--- src/rtl/fetch_pkg.sv ---
// fetch_pkg: shared widths, constants and the prefetch queue entry type for the fetch unit
package fetch_pkg;
  localparam int WORD_W = 32;
  localparam logic [WORD_W-1:0] PC_INC = 32'd4;
  localparam logic [WORD_W-1:0] NOP_INST = 32'h0000_0000;
  typedef struct packed {
    logic [WORD_W-1:0] inst;
    logic [WORD_W-1:0] pc;
  } fetch_entry_t;
endpackage

--- src/rtl/fetch_queue.sv ---
// fetch_queue: first-word-fall-through FIFO of fetch entries with wrap-around pointers; flush beats push
module fetch_queue
  import fetch_pkg::*;
#(
  parameter int DEPTH = 4
) (
  input  logic                   clk,
  input  logic                   flush,
  input  logic                   push,
  input  logic                   pop,
  input  fetch_entry_t           din,
  output fetch_entry_t           head,
  output logic [$clog2(DEPTH):0] count
);
  localparam int AW = $clog2(DEPTH);
  fetch_entry_t r_mem [DEPTH];
  logic [AW-1:0] r_wp, r_rp;
  logic [AW:0] r_cnt;
  always_ff @(posedge clk)
    if (push && !flush) r_mem[r_wp] <= din;
  always_ff @(posedge clk)
    if (flush) begin
      r_wp <= '0;
      r_rp <= '0;
      r_cnt <= '0;
    end else begin
      r_wp <= r_wp + AW'(push);
      r_rp <= r_rp + AW'(pop);
      r_cnt <= r_cnt + (AW+1)'(push) - (AW+1)'(pop);
    end
  assign head = r_mem[r_rp];
  assign count = r_cnt;
endmodule

--- src/rtl/fetch_prefetch_unit.sv ---
// fetch_prefetch_unit: PC/imem request generator with prefetch queue feeding IF_ID; FETCH_BYPASS_EN lets a response skip an empty queue
module fetch_prefetch_unit
  import fetch_pkg::*;
#(
  parameter int          QUEUE_DEPTH = 4,
  parameter logic [31:0] RESET_PC    = 32'h0,
  parameter int          IMEM_AW     = 10
) (
  input  logic                         clk,
  input  logic                         reset,
  output logic                         imem_rd_en,
  output logic [IMEM_AW-1:0]           imem_addr,
  input  logic [31:0]                  imem_rdata,
  input  logic                         stall_flag,
  input  logic                         redirect_valid,
  input  logic [31:0]                  redirect_pc,
  output logic                         inst_valid,
  output logic [31:0]                  inst_out,
  output logic [31:0]                  pc_out,
  output logic [31:0]                  pc_plus4_out,
  output logic [$clog2(QUEUE_DEPTH):0] queue_count
);
  logic [31:0] r_pc, r_issue_pc, r_last_pc;
  logic r_inflight;
  logic w_flush, w_ret, w_byp, w_push, w_pop, w_has;
  fetch_entry_t w_head;
  assign w_flush = reset || redirect_valid;
  assign w_ret = r_inflight && !w_flush;
`ifdef FETCH_BYPASS_EN
  assign w_byp = w_ret && queue_count == '0 && !stall_flag;
`else
  assign w_byp = 1'b0;
`endif
  assign w_has = queue_count != '0;
  assign w_push = w_ret && !w_byp;
  assign w_pop = w_has && !stall_flag && !w_flush;
  assign imem_rd_en = !w_flush && (32'(queue_count) + 32'(r_inflight)) < 32'(QUEUE_DEPTH);
  assign imem_addr = r_pc[IMEM_AW+1:2];
  assign inst_valid = w_has || w_byp;
  assign inst_out = w_byp ? imem_rdata : w_has ? w_head.inst : NOP_INST;
  assign pc_out = w_byp ? r_issue_pc : w_has ? w_head.pc : r_last_pc;
  assign pc_plus4_out = pc_out + PC_INC;
  fetch_queue #(.DEPTH(QUEUE_DEPTH)) u_queue (
    .clk  (clk),
    .flush(w_flush),
    .push (w_push),
    .pop  (w_pop),
    .din  ('{inst: imem_rdata, pc: r_issue_pc}),
    .head (w_head),
    .count(queue_count)
  );
  always_ff @(posedge clk)
    if (reset) begin
      r_pc <= RESET_PC;
      r_issue_pc <= '0;
      r_last_pc <= '0;
      r_inflight <= 1'b0;
    end else begin
      r_inflight <= imem_rd_en;
      r_last_pc <= pc_out;
      if (redirect_valid) r_pc <= redirect_pc & ~32'h3;
      else if (imem_rd_en) begin
        r_pc <= r_pc + PC_INC;
        r_issue_pc <= r_pc;
      end
    end
endmodule

--- config.mk ---
export PLATFORM = sky130hd
export DESIGN_NAME = fetch_prefetch_unit
export DESIGN_NICKNAME = d
export VERILOG_FILES = /design/src/rtl/fetch_pkg.sv /design/src/rtl/fetch_queue.sv /design/src/rtl/fetch_prefetch_unit.sv
export SDC_FILE = /design/constraint.sdc
export NUM_CORES = 1
export LEC_CHECK = 0
export ABC_AREA = 1
export BUFFER_PORTS_ARGS = -buffer_cell sky130_fd_sc_hd__buf_2
export CORE_MARGIN = 2
export CORE_UTILIZATION = 30
export DETAILED_ROUTE_END_ITERATION = 7
export SLEW_MARGIN = 20
export SYNTH_ARGS = -nofsm -noshare
export SYNTH_HDL_FRONTEND = slang
export SYNTH_HIERARCHICAL = 1
export SYNTH_SLANG_ARGS = --single-unit
export TNS_END_PERCENT = 100
--- constraint.sdc ---
create_clock -name clk -period 7.05 [get_ports clk]
set_input_delay 0.3525 -clock clk [delete_from_list [all_inputs] [get_ports clk]]
set_output_delay 0.3525 -clock clk [all_outputs]
set_load 0.01 [all_outputs]
### Yosys cells after proc, flatten, opt, wreduce, memory -nomap -nowiden

Memory sizes are Yosys's and may differ from the RTL's. A register that Yosys moved wholly into a read port is not among the register bits.
Cells that the tools add are included.

| storage, ports and cells | value |
|---|---|
| register bits | 104 |
| latch bits | 0 |
| memory bits (writable) | 256 |
| bits in read-only memories | 0 |
| output and inout bits | 111 |
| logic and storage cells | 37 |
| memories kept | 1 |

Memory list:

| name | words | width | rd ports | clocked after memory_dff | write ports | RTL line | source |
|---|---|---|---|---|---|---|---|
| u_queue.r_mem | 4 | 64 | 1 | 1 | 1 | fetch_queue.sv:16 | `fetch_entry_t r_mem [DEPTH];` |

| cells by class | value |
|---|---|
| $add $sub $neg | 7 |
| $mul | 0 |
| divide/modulo/power cells | 0 |
| order comparisons | 1 |
| eq/ne operators | 0 |
| shift operators | 0 |
| muxes and demuxes | 7 |
| bitwise operators | 1 |
| reductions and logical operators | 12 |

Operator list:

| kind | count |
|---|---|
| 32-bit 2-to-1 mux | 4 |
| 32-bit by 3-bit adder with 32-bit output (second input constant) | 2 |
| 1-bit logical AND | 5 |
| 2-bit by 1-bit adder with 2-bit output | 2 |
| 3-bit by 1-bit adder with 4-bit output | 1 |
| 4-bit by 3-bit less-than comparator with 1-bit output (second input constant) | 1 |
| 3-bit by 1-bit adder with 3-bit output | 1 |
| 3-bit nonzero test | 1 |
| 3-bit by 1-bit subtractor with 3-bit output | 1 |
| 1-bit zero test | 2 |
| 1-bit 2-to-1 mux | 2 |
| 2-bit 2-to-1 mux | 1 |
| 2-bit AND reduction | 1 |
| 2-bit nonzero test | 1 |
| 2-bit OR reduction | 1 |
| 1-bit logical OR | 1 |
| 1-bit inverter | 1 |

### Longest topological paths before layout

| logic depth | value |
|---|---|
| word-level depth | 6 |
| depth in mapped cells | 17 |
| depth with buffers taken out | 16 |

### Cells and area by module

Netlist, hierarchy kept.

By module, submodules not included:

| module | times used | cells each | area an instance (µm²) | sequential area each (µm²) |
|---|---|---|---|---|
| fetch_queue | 1 | 788 | 10322.4 | 7827.5 |
| fetch_prefetch_unit | 1 | 1025 | 6187.2 | 1861.8 |

### Least setup slack after synthesis

No wires, ideal clock.

| timing | value |
|---|---|
| kind | input to register |
| start point | in reset |
| end point | mem u_queue/r_mem[0][0] (netlist bit), enable pin |
| library setup time | 0.565 ns |
| arrival | 5.319 ns |
| data required time | 6.485 ns |
| slack | 1.166 ns |
| cell stages on the path | 6 |
| buffers on the path | 1 |
| path through | buf_4 -> inv_2 -> nand2_2 -> nor2_1 -> nand2_1 -> nor3_1 |

| between the ends | value |
|---|---|
| cells in the longest elaborated chain, start to end | 6 |

Ends and longest elaborated chain:

| element | RTL line | source |
|---|---|---|
| from (decl) | fetch_prefetch_unit.sv:10 | `input logic reset,` |
| 1-bit logical OR | fetch_prefetch_unit.sv:27 | `assign w_flush = reset \|\| redirect_valid;` |
| net w_flush | fetch_prefetch_unit.sv:25 | `logic w_flush, w_ret, w_byp, w_push, w_pop, w_has;` |
| 1-bit zero test | fetch_prefetch_unit.sv:28 | `assign w_ret = r_inflight && !w_flush;` |
| 1-bit logical AND | fetch_prefetch_unit.sv:28 |  |
| net w_push | fetch_prefetch_unit.sv:25 |  |
| 1-bit logical AND | fetch_queue.sv:20 | `if (push && !flush) r_mem[r_wp] <= din;` |
| 1-bit 2-to-1 mux | fetch_queue.sv:20 |  |
| 1-bit 2-to-1 mux (not written as such) | fetch_queue.sv:20 |  |
| to (decl) | fetch_queue.sv:16 |  |

The timed path passes the listed nets, and every way through them passes these cells.

### Worst setup path in the final report

| timing | value |
|---|---|
| start point | reg u_queue.r_cnt[2], in the netlist u_queue/count[2] |
| end point | out pc_plus4_out[16] |

| between the ends | value |
|---|---|
| cells in the longest elaborated chain, start to end | 3 |

Ends and longest elaborated chain:

| element | RTL line | source |
|---|---|---|
| from (decl) | fetch_queue.sv:18 | `logic [AW:0] r_cnt;` |
| from (signal assigned) | fetch_queue.sv:29 | `r_cnt <= r_cnt + (AW+1)'(push) - (AW+1)'(pop);` |
| 3-bit nonzero test | fetch_prefetch_unit.sv:34 | `assign w_has = queue_count != '0;` |
| 32-bit 2-to-1 mux | fetch_prefetch_unit.sv:41 | `assign pc_out = w_byp ? r_issue_pc : w_has ? w_head.pc : r_last_pc;` |
| 32-bit by 3-bit adder with 32-bit output | fetch_prefetch_unit.sv:42 | `assign pc_plus4_out = pc_out + PC_INC;` |
| to (decl) | fetch_prefetch_unit.sv:20 | `output logic [31:0] pc_plus4_out,` |

Every way passes these cells.

==> metrics.yaml <==
firstDrtPassIters: 5
setup_viol_count_final: 0
seqPwrFrac_pct: 51.9
end_kind: "output pin"
power_frac_comb_pct: 4.4
ys_seq_elements: 356
antenna_found_initial: 1
core_area_um2: 54130
area_growth_pct: 17.26
synth_warnings: 6
grt_first_pass_wirelength_um: 64270
cp_data_arrival_time_ps: 4360
ir_drop_mv: 0.1643
grt.overflow.total: 0
post-route-drc-count: 0
ios: 179
cts.htree.levels: 2
slowest_stage: "inv_2"
p_leak_uw: 0.008037
routed_wl_um: 41290
path_buf_inv: 3
ys_seq_area_share_pct: 58.69
drtIter0Drc: 870
cap_viol_max_count: 0
synth_cell_types: 38
multiInputGateArea_um2: 5261
clkPwrFrac_pct: 43.7
num_vias: 12330
worst_path_most_repeated_cell: "nand2_1"
rsz0062_at_grt: "false"
fin_tns_setup_ps: 0
viasPerCell: 4.549
worstSetupStartpointType: "flip-flop"
finalMaxSlewViolations: 0
cts_tree: "done"
ant_nets: 0
regArea_um2: 9697
fin_cells: 2710
dieArea_um2: 56930
min_period_over_period_pct: 66.82
start_util_pct: 30.50
rows: 85
cts_buffer_depth: 3
worstPathMaxFanout: 54
netlist_area_um2: 16510
status: "finished clean"
p_int_uw: 3467
dp_cells: 2608
dieHeight_um: 238.6
place_congestion: 0.8289
clk_pin_slew_ps: 60
required_ps: 6700
grt_pass1_vias: 11630
die_w_um: 238.6
period_needed_ps: 4711
critical-path-top-delay-family: "simple AND/OR/NAND/NOR gates"
p_switching_uw: 979.1
hold_violations: 0
worstMarginPinSlew_ps: 997.7
drive_gt1_share_pct: 14.87
power_density_nw_per_um2: 229.6
dp_hpwl_um: 26970
p_sw_share_pct: 22.02
hold_path.class: "in -> reg"
cts_sinks: 356
avgSynthCellArea_um2: 9.106
grt_max_degree: 106
syn_inst: 1813
grt_usage_pct: 14.42
io_buffers: 176
relSlewSlack_pct: 33.49
nets: 2057
clock-skew-final_ps: 18.39
crit_chain: "inv_2 -> nand2_4 -> nand2_1 -> o21ai_1 -> inv_1 -> ha_1 -> nand3_1 -> nor2_1 -> nand2_1 -> xor2_1 -> buf_2"
max_stage_delay_ps: 730
worstSetupPathType: "reg -> out"
wl_per_cell_um: 15.23
clk_latency_ps: 550
root_buffer: "clkbuf_16"
fmax_mhz: 212.3
cts_made_buffers: 40
fill_cells: 5465
[logic make-up after synthesis]
family                     count (synthesis)  share of synthesized area [%]
DFF                                      356                          58.69
other                                      1                        0.02271
and+or+nand+nor                          781                          20.39
buffers and inverters                    374                          9.723
xor gates and xnor gates                  22                          1.167
adders and majority gates                  7                         0.5760
AOI/OAI and AO/OA                        272                          9.435
[state kept, by name, summed over array words and instances (netlist names)]
name	count
u_queue/r_mem	256
u_queue/r_wp	2
u_queue/count	3
u_queue/r_rp	2
r_issue_pc	30
r_last_pc	32
r_inflight	1
r_pc	30
[final cells by class]
class	count	share of cell area, %
Timing Repair Buffer	218	6.540
Multi-Input combinational cell	1090	27.18
Antenna cell	3	0.03878
Inverter	276	5.351
Sequential cell	356	50.09
Clock inverter	20	0.7045
Tap cell	696	4.498
Clock buffer	51	5.603
[cells in the mapped netlist (all sizes together)]
library cell / number / area share, %
nand4: 8 / 0.30
xor2: 19 / 1.0
a31oi: 4 / 0.15
o21ai: 100 / 3.0
clkbuf: 20 / 0.46
o211ai: 65 / 3.0
fa: 1 / 0.12
nand2: 441 / 10
edfxtp: 256 / 47
or2: 3 / 0.11
nor2: 200 / 4.9
a21boi: 1 / 0.045
nor3: 25 / 0.76
ha: 6 / 0.45
a22oi: 2 / 0.091
conb: 1 / 0.023
nand3b: 28 / 1.3
buf: 78 / 3.0
a211oi: 7 / 0.32
a21oi: 92 / 2.8
dfxtp: 100 / 12
inv: 276 / 6.3
o221ai: 1 / 0.053
xnor2: 3 / 0.16
nand3: 76 / 2.6
[path summary, 6_finish.rpt]
path	depth (start not counted)	to	slack (ps)	startpoint
setup / recovery	11	pc_plus4_out[16]	2340	u_queue/count[2]$_SDFF_PP0_
hold / removal	1	u_queue/r_mem[0][36]$_DFFE_PP_	40	imem_rdata[4]
setup reg to reg	13	u_queue/count[2]$_SDFF_PP0_	3090	u_queue/count[2]$_SDFF_PP0_
hold reg to reg	2	r_last_pc[3]$_SDFF_PP0_	490	r_last_pc[3]$_SDFF_PP0_
[stage by stage]
| stage | hold WS (ps) | cell area [um2] | setup WS (ps) | power [uW] | utilization, % |
|---|---|---|---|---|---|
| 3_3_place_gp | 474.3 | 17850 | 2971 | 2527 | 32.98 |
| 3_5_place_dp | 486.2 | 17850 | 2927 | 2533 | 32.98 |
| 2_1_floorplan | 451.4 | 16540 | 1166 | 2453 | - |
| 5_1_grt | 15.29 | 19350 | 2079 | 4617 | 35.75 |
| 6_report | 36.08 | 19360 | 2339 | 4446 | 35.76 |
| 4_1_cts | 0.7193 | 19350 | 2296 | 4506 | 35.75 |
[power groups by stage]
stage | Combinational, uW | Clock [uW] | Sequential (uW)
finish | 195 | 1940 | 2310
global route | 219 | 2090 | 2310
CTS | 198 | 2000 | 2300
detailed placement | 184 | 0 | 2350
global placement | 181 | 0 | 2350
floorplan | 118 | 0 | 2330
[what timing repair did]
action,CTS,global route
gates resized for setup,0,0
hold buffers,28,0
buffers inserted,0,0
endpoints found under the hold margin,103,0
[layout by cell type (no fill, tap or decap), types with 7 or more instances in the layout]
| cell type | Yosys | routed |
|---|---|---|
| clkbuf_16 | 0 | 42 |
| nor3_1 | 25 | 21 |
| conb_1 | 1 | 8 |
| inv_1 | 272 | 272 |
| a211oi_1 | 7 | 7 |
| xor2_1 | 19 | 19 |
| dlygate4sd3_1 | 0 | 28 |
| o21ai_1 | 16 | 16 |
| buf_2 | 46 | 176 |
| buf_4 | 24 | 14 |
| nand2_2 | 18 | 18 |
| nor2_2 | 13 | 13 |
| nand4_1 | 8 | 8 |
| nand2_1 | 420 | 420 |
| clkinv_1 | 0 | 10 |
| o21ai_0 | 84 | 84 |
| dfxtp_1 | 100 | 98 |
| o211ai_1 | 65 | 65 |
| a21oi_1 | 92 | 92 |
| edfxtp_1 | 256 | 256 |
| nor2_1 | 183 | 183 |
| nand3b_1 | 28 | 28 |
| nand3_1 | 70 | 70 |
| clkbuf_1 | 19 | 9 |
[layer usage]
layer / track usage, % / wire length (um) / vias to the layer above / share of wire [%]
met5: 0 / 0 / - / 0
met4: 4.735 / 898 / 0 / 2.2
met3: 2.159 / 1947 / 58 / 4.7
met2: 22.74 / 18590 / 271 / 45
met1: 20.30 / 19850 / 5757 / 48
li1: - / - / 6242 / -
(Power assumes the default switching activity.)
